### src/rtl/sr_bank_writer.sv
// Writes a value into a bank of SR flip-flops using one-cycle set/reset pulses followed by a settle
// window. Optional readback check is enabled by defining SR_BANK_WRITER_READBACK_CHECK_EN.
module sr_bank_writer #(
  parameter int unsigned WIDTH         = 8,
  parameter int unsigned SETTLE_CYCLES = 2
) (
  input  logic             clk,
  input  logic             rst_n,
  input  logic             wr_valid,
  output logic             wr_ready,
  input  logic [WIDTH-1:0] wr_data,
  output logic [WIDTH-1:0] s_out,
  output logic [WIDTH-1:0] r_out,
  input  logic [WIDTH-1:0] q_in,
  output logic [WIDTH-1:0] shadow,
  output logic             done,
  output logic             err
);

  localparam logic [2:0] StInit   = 3'd0;
  localparam logic [2:0] StIdle   = 3'd1;
  localparam logic [2:0] StSet    = 3'd2;
  localparam logic [2:0] StRst    = 3'd3;
  localparam logic [2:0] StSettle = 3'd4;
  localparam logic [2:0] StCheck  = 3'd5;

  localparam logic [3:0] SettleLast = 4'(SETTLE_CYCLES - 1);

  logic [2:0]       state_q, state_d;
  logic [3:0]       cnt_q, cnt_d;
  logic [WIDTH-1:0] data_q, data_d;
  logic [WIDTH-1:0] set_mask_q, set_mask_d;
  logic [WIDTH-1:0] rst_mask_q, rst_mask_d;
  logic             init_q, init_d;
  logic [WIDTH-1:0] s_out_q, r_out_q, shadow_q;
  logic             done_q, wr_ready_q;

  always_comb begin
    state_d    = state_q;
    cnt_d      = cnt_q;
    data_d     = data_q;
    set_mask_d = set_mask_q;
    rst_mask_d = rst_mask_q;
    init_d     = init_q;
    case (state_q)
      StInit: begin
        state_d = StSettle;
        cnt_d   = '0;
        init_d  = 1'b1;
      end
      StIdle: begin
        if (wr_valid) begin
          data_d     = wr_data;
          set_mask_d = wr_data & ~shadow_q;
          rst_mask_d = ~wr_data & shadow_q;
          if (|set_mask_d) begin
            state_d = StSet;
          end else if (|rst_mask_d) begin
            state_d = StRst;
          end else begin
            state_d = StCheck;
          end
        end
      end
      StSet: begin
        state_d = (|rst_mask_q) ? StRst : StSettle;
        cnt_d   = '0;
      end
      StRst: begin
        state_d = StSettle;
        cnt_d   = '0;
      end
      StSettle: begin
        if (cnt_q == SettleLast) begin
          cnt_d   = '0;
          // The power-up clear has nothing to commit, so it skips CHECK.
          state_d = init_q ? StIdle : StCheck;
          init_d  = 1'b0;
        end else begin
          cnt_d = cnt_q + 4'd1;
        end
      end
      StCheck: state_d = StIdle;
      default: state_d = StInit;
    endcase
  end

  always_ff @(posedge clk or negedge rst_n) begin
    if (!rst_n) begin
      state_q    <= StInit;
      cnt_q      <= '0;
      data_q     <= '0;
      set_mask_q <= '0;
      rst_mask_q <= '0;
      init_q     <= 1'b0;
      s_out_q    <= '0;
      r_out_q    <= '0;
      shadow_q   <= '0;
      done_q     <= 1'b0;
      wr_ready_q <= 1'b0;
    end else begin
      state_q    <= state_d;
      cnt_q      <= cnt_d;
      data_q     <= data_d;
      set_mask_q <= set_mask_d;
      rst_mask_q <= rst_mask_d;
      init_q     <= init_d;
      // Pulses come only from mutually exclusive states, so S and R never overlap.
      s_out_q    <= (state_q == StSet) ? set_mask_q : '0;
      r_out_q    <= (state_q == StRst)  ? rst_mask_q :
                    (state_q == StInit) ? '1 : '0;
      done_q     <= (state_q == StCheck);
      wr_ready_q <= (state_d == StIdle);
      if (state_q == StCheck) shadow_q <= data_q;
    end
  end

`ifdef SR_BANK_WRITER_READBACK_CHECK_EN
  logic err_q;

  always_ff @(posedge clk or negedge rst_n) begin
    if (!rst_n) begin
      err_q <= 1'b0;
    end else if ((state_q == StCheck) && (q_in != data_q)) begin
      err_q <= 1'b1;
    end
  end

  assign err = err_q;
`else
  logic unused_q_in;
  assign unused_q_in = ^q_in;
  assign err         = 1'b0;
`endif

  assign s_out    = s_out_q;
  assign r_out    = r_out_q;
  assign shadow   = shadow_q;
  assign done     = done_q;
  assign wr_ready = wr_ready_q;

endmodule

### config.mk
export PLATFORM = sky130hd
export DESIGN_NAME = sr_bank_writer
export DESIGN_NICKNAME = d
export VERILOG_FILES = /design/src/rtl/sr_bank_writer.sv
export SDC_FILE = /design/constraint.sdc
export NUM_CORES = 1
export LEC_CHECK = 0
export ABC_AREA = 1
export CAP_MARGIN = 40
export CORE_AREA = 2 2 87 73
export CTS_CLUSTER_DIAMETER = 50
export CTS_CLUSTER_SIZE = 10
export DETAILED_ROUTE_END_ITERATION = 8
export DIE_AREA = 0 0 89 75
export PLACE_DENSITY = 0.74
export RECOVER_POWER = 25
export SYNTH_ARGS = -nofsm -noshare
export SYNTH_HDL_FRONTEND = slang
export SYNTH_SLANG_ARGS = --single-unit
### constraint.sdc
create_clock -name clk -period 2.84 [get_ports clk]
set_input_delay 0.284 -clock clk [delete_from_list [all_inputs] [get_ports clk]]
set_output_delay 0.284 -clock clk [all_outputs]
set_load 0.01 [all_outputs]
== Word-level counts from Yosys, hierarchy flattened ==
Cells that the tools add are included.
W data, S select, Z words.

* Output and inout port bits: 27
* ROM bits: 0
* Latch bits: 0
* RAM bits: 0
* Register bits after elaboration: 58
* Input bits: 19
* Memories: 0
* Logic and storage cells: 48

* Divide/modulo/power cells: 0
* Add/subtract/negate cells: 1
* Bitwise gates (word level): 4
* Reductions and logical operators: 10
* Multiplexer cells: 14
* Order comparisons: 0
* Shift-type cells: 0
* Equal/unequal tests: 8
* $mul: 0

{| class="wikitable"
|+ Operator list
! kind !! number
|-
| $mux W8 || 3
|-
| $reduce_or A8 Y1 || 3
|-
| $mux W3 || 6
|-
| $and A8 B8 Y8 || 2
|-
| $not A8 Y8 || 2
|-
| $pmux W3 S5 || 1
|-
| $pmux W4 S2 || 1
|-
| $eq A3 B1 Y1 const B || 2
|-
| $eq A3 B2 Y1 const B || 2
|-
| $eq A3 B3 Y1 const B || 2
|-
| $add A4 B1 Y4 const B || 1
|-
| $eq A4 B1 Y1 const B || 1
|-
| $mux W4 || 1
|-
| $reduce_and A2 Y1 || 2
|-
| $reduce_bool A2 Y1 || 2
|-
| $logic_not A3 Y1 || 1
|-
| $reduce_or A3 Y1 || 1
|-
| $ne A2 B2 Y1 const B || 1
|-
| $pmux W1 S2 || 1
|-
| $reduce_or A2 Y1 || 1
|-
| $mux W1 || 1
|}

== Longest topological paths before layout ==
* Depth in word-level cells: 8
* Depth in mapped cells: 10
* Mapped depth without buffers: 10

== Worst setup path after synthesis ==
Ideal clock, no wire load.

* Kind: register -> register
* Start point: register state_q[2]
* End point: register wr_ready_q, in the netlist wr_ready
* Data arrival time: 1.165 ns
* Setup time: 0.123 ns
* Cell stages (with the launch flop): 8
* Setup slack: 1.552 ns
* Buffers on the path: 1
* Path through: dfrtp_1 -> inv_1 -> nand3_1 -> buf_4 -> nor3_2 -> nor2_2 -> nand3_1 -> nor2_1

* Longest elaborated chain between the ends: 4

{| class="wikitable"
|+ RTL lines
! what !! RTL line !! RTL
|-
| from (decl) || 29 || <nowiki>logic [2:0] state_q, state_d;</nowiki>
|-
| from (signal assigned) || 90 || <nowiki>state_q <= StInit;</nowiki>
|-
| from (signal assigned) || 102 || <nowiki>state_q <= state_d;</nowiki>
|-
| $eq A3 B2 Y1 or $logic_not A3 Y1 (tied branches) || 45 || <nowiki>case (state_q)</nowiki>
|-
| $reduce_or A2 Y1 (no source line) || n/a ||
|-
| $pmux W3 S5 * || 45 ||
|-
| $eq A3 B1 Y1 * || 113 || <nowiki>wr_ready_q <= (state_d == StIdle);</nowiki>
|-
| to (signal assigned) || 113 ||
|-
| to (decl) || 36 || <nowiki>logic done_q, wr_ready_q;</nowiki>
|}

Every way passes the cells marked *; elsewhere a longest branch is shown, timed or not.
A chain may end at the register's enable or synchronous reset.

== Worst setup path in the final report ==
Ends and elaborated chain as after synthesis.

==> qor.yml <==
clk_pin_slew_ps: 60
grt_pass1_vias: 1643
antenna_found_initial: 0
synth.avg_cell_area_um2: 9.287
viasPerCell: 4.426
worst_ep_arrival_time_ps: 1790
final_cell_mix: "77 x nand2_1, 58 x dfrtp_1, 40 x inv_1, 35 x clkdlybuf4s50_1"
path_max_fanout: 11
area_delta_synth_final_pct: 23.08
drive_gt1_share_pct: 14.78
final-setup-viol-count: 0
post-cts-setup-buffers: 0
path_class: "register to register"
htreeDepth: 3
worst_pin_slew_ps: 1589
drv_slew: 31
netlist_instances: 272
drt-initial-drc-count: 127
core_mm2: 0.005756
cp-end-kind: "register"
hold_viol: 0
period_needed_ps: 1570
fin_crit_sh_pct: 55.27
synthMuxAreaShare_pct: 0
power_switching_mw: 1.132
ctsHoldBuffers: 0
synth_nets: 293
max_freq_mhz: 637.1
initial_core_util_pct: 43.89
power_density_mw_per_mm2: 1009
drv_cap: 1
rsz0062_at_grt: "no"
numCtsBuffers: 9
detail_route.wl_per_cell_um: 11.51
cts.sinks: 58
die_h_um: 75
gr-total-overflow: 0
design.die.area_mm2: 0.006675
seqPwrFrac_pct: 40.9
ios: 46
worst_clock_skew_ps: 6.515
p_total_mw: 3.136
worst-endpoint-required_ps: 3060
holdCritPathClass: "input pin to async pin"
p_leak_nw: 1.522
n_antenna_cell: 0
final_common_cell: "nand2_1"
post-route-util_pct: 54.02
cts_tree: "done"
synth-compound-area-share_pct: 11.64
grt_max_degree: 46
syn_area_mm2: 0.002526
nFillCells: 536
clk_latency_ps: 340
yosysSeqAreaShare_pct: 57.45
synth_edf_count: 0
clkPwrFrac_pct: 22.6
synth-async-reset-ratio_pct: 100.0
p_int_mw: 2.004
setup_tns_ps: 0
drcViolationCount: 0
violations: "max-capacitance violations, max-slew violations"
worstSetupStartpointType: "register"
vias: 1766
die_w_um: 89
status: "finished, violations left"
gp_congestion: 0.7675
synth_top_family_by_area: "simple AND/OR/NAND/NOR gates"
ys_ff_latch: 58
irDropWorstVdd_mv: 0.5052
rows: 25
grt_pass1_wl_um: 7817
synthXorXnorAreaFrac_pct: 0.6934
synth.distinct_cells: 25
firstDrtPassIters: 4
swShare_pct: 36.10
route.final.wire_length_um: 4592
cts_root_buf: "clkbuf_8"
grt.total_usage_pct: 16.14
port_buffers: 36
pwr-share-comb_pct: 36.5
synthFlopType: "dfrtp_1"
fin_nets: 335
cts_resized: 0
max-slew-margin-rel_pct: -5.957
synth_warnings: 0
hpwl_um: 3386
synth_adder_area_share_pct: 0.9906
yosys.area_share.simple_pct: 19.47
ant_nets: 0
cts_buffer_depth: 2
==> logic make-up after synthesis <==
group                      count (synthesis)
xor gates and xnor gates                   2
DFF                                       58
AOI/OAI and AO/OA                         42
adders and majority gates                  2
buffers and inverters                     51
other                                      1
and+or+nand+nor                          116
==> worst max-delay path: stages (launching register included) <==
cell     delay (ps)
dfrtp_1         420
inv_1           180
nand3_1         370
nor3_2          300
nor2_2           70
nand3_1          80
nor2_1           40
==> path summary, 6_finish.rpt <==
check | startpoint | endpoint | slack [ps] | cells after the start
max reg2reg | state_q[2] | wr_ready | 1270 | 6
max | state_q[2] | wr_ready | 1270 | 6
max in group asynchronous | rst_n | shadow[1] | 1430 | 2
min | rst_n | data_q[2] | 340 | 1
min reg2reg | init_q | init_q | 480 | 2
min in group clk | init_q | init_q | 480 | 2
==> routing by layer <==
layer  part of all wire (%)  GRT usage, %  routed length, µm
met5                      0             0                  0
met2                     43         22.06               1987
met4                    1.3         5.473                 59
met1                     49         22.74               2262
met3                    6.1         7.566                282
==> layout make-up <==
cell class	instances	area [µm²]	area share, %
Sequential cell	58	1451	46.68
Timing Repair Buffer	38	365.4	11.75
Clock buffer	14	182.7	5.875
Inverter	44	168.9	5.433
Tap cell	81	101.3	3.260
Clock inverter	1	7.507	0.2414
Multi-Input combinational cell	163	832.0	26.76
==> state kept, by name, summed over array words and instances (netlist names) <==
register    count
cnt_q           4
data_q          8
done            1
init_q          1
r_out           8
rst_mask_q      8
s_out           8
set_mask_q      8
shadow          8
state_q         3
wr_ready        1
==> through the flow <==
step / worst slack, ps / cell area, µm² / hold WS, ps / instances
3_5_place_dp: 1161 / 2924 / 373.4 / 384
5_1_grt: 1023 / 3109 / 484.1 / 399
4_1_cts: 1250 / 3114 / 5.962 / 399
6_report: 1270 / 3109 / 337.9 / 399
3_3_place_gp: 1161 / 2924 / 364.1 / 384
2_1_floorplan: 1552 / 2526 / -11.59 / 272
==> cells in the mapped netlist (2+ instances only) <==
library cell	number	area [µm²]
buf_6	4	45.04
o21ai_0	10	50.05
nand2_1	77	289.0
o22ai_1	4	25.02
nor2_4	2	22.52
nand3_1	11	55.05
a21oi_1	5	25.02
nor2_2	2	12.51
inv_2	2	7.510
nor2_1	21	78.83
ha_1	2	25.02
dfrtp_1	58	1451
buf_4	2	15.01
o21ai_2	21	183.9
o21ai_1	2	10.01
inv_1	40	150.1
==> power by group through the flow <==
stage / Sequential (mW) / Combinational, mW / Clock, mW
6_report: 1.28 / 1.15 / 0.708
5_1_grt: 1.32 / 1.30 / 0.767
4_1_cts: 1.28 / 1.16 / 0.725
3_5_place_dp: 1.30 / 1.15 / 0
3_3_place_gp: 1.29 / 1.13 / 0
2_1_floorplan: 1.32 / 0.747 / 0
Power figures use the tool's default switching activity.
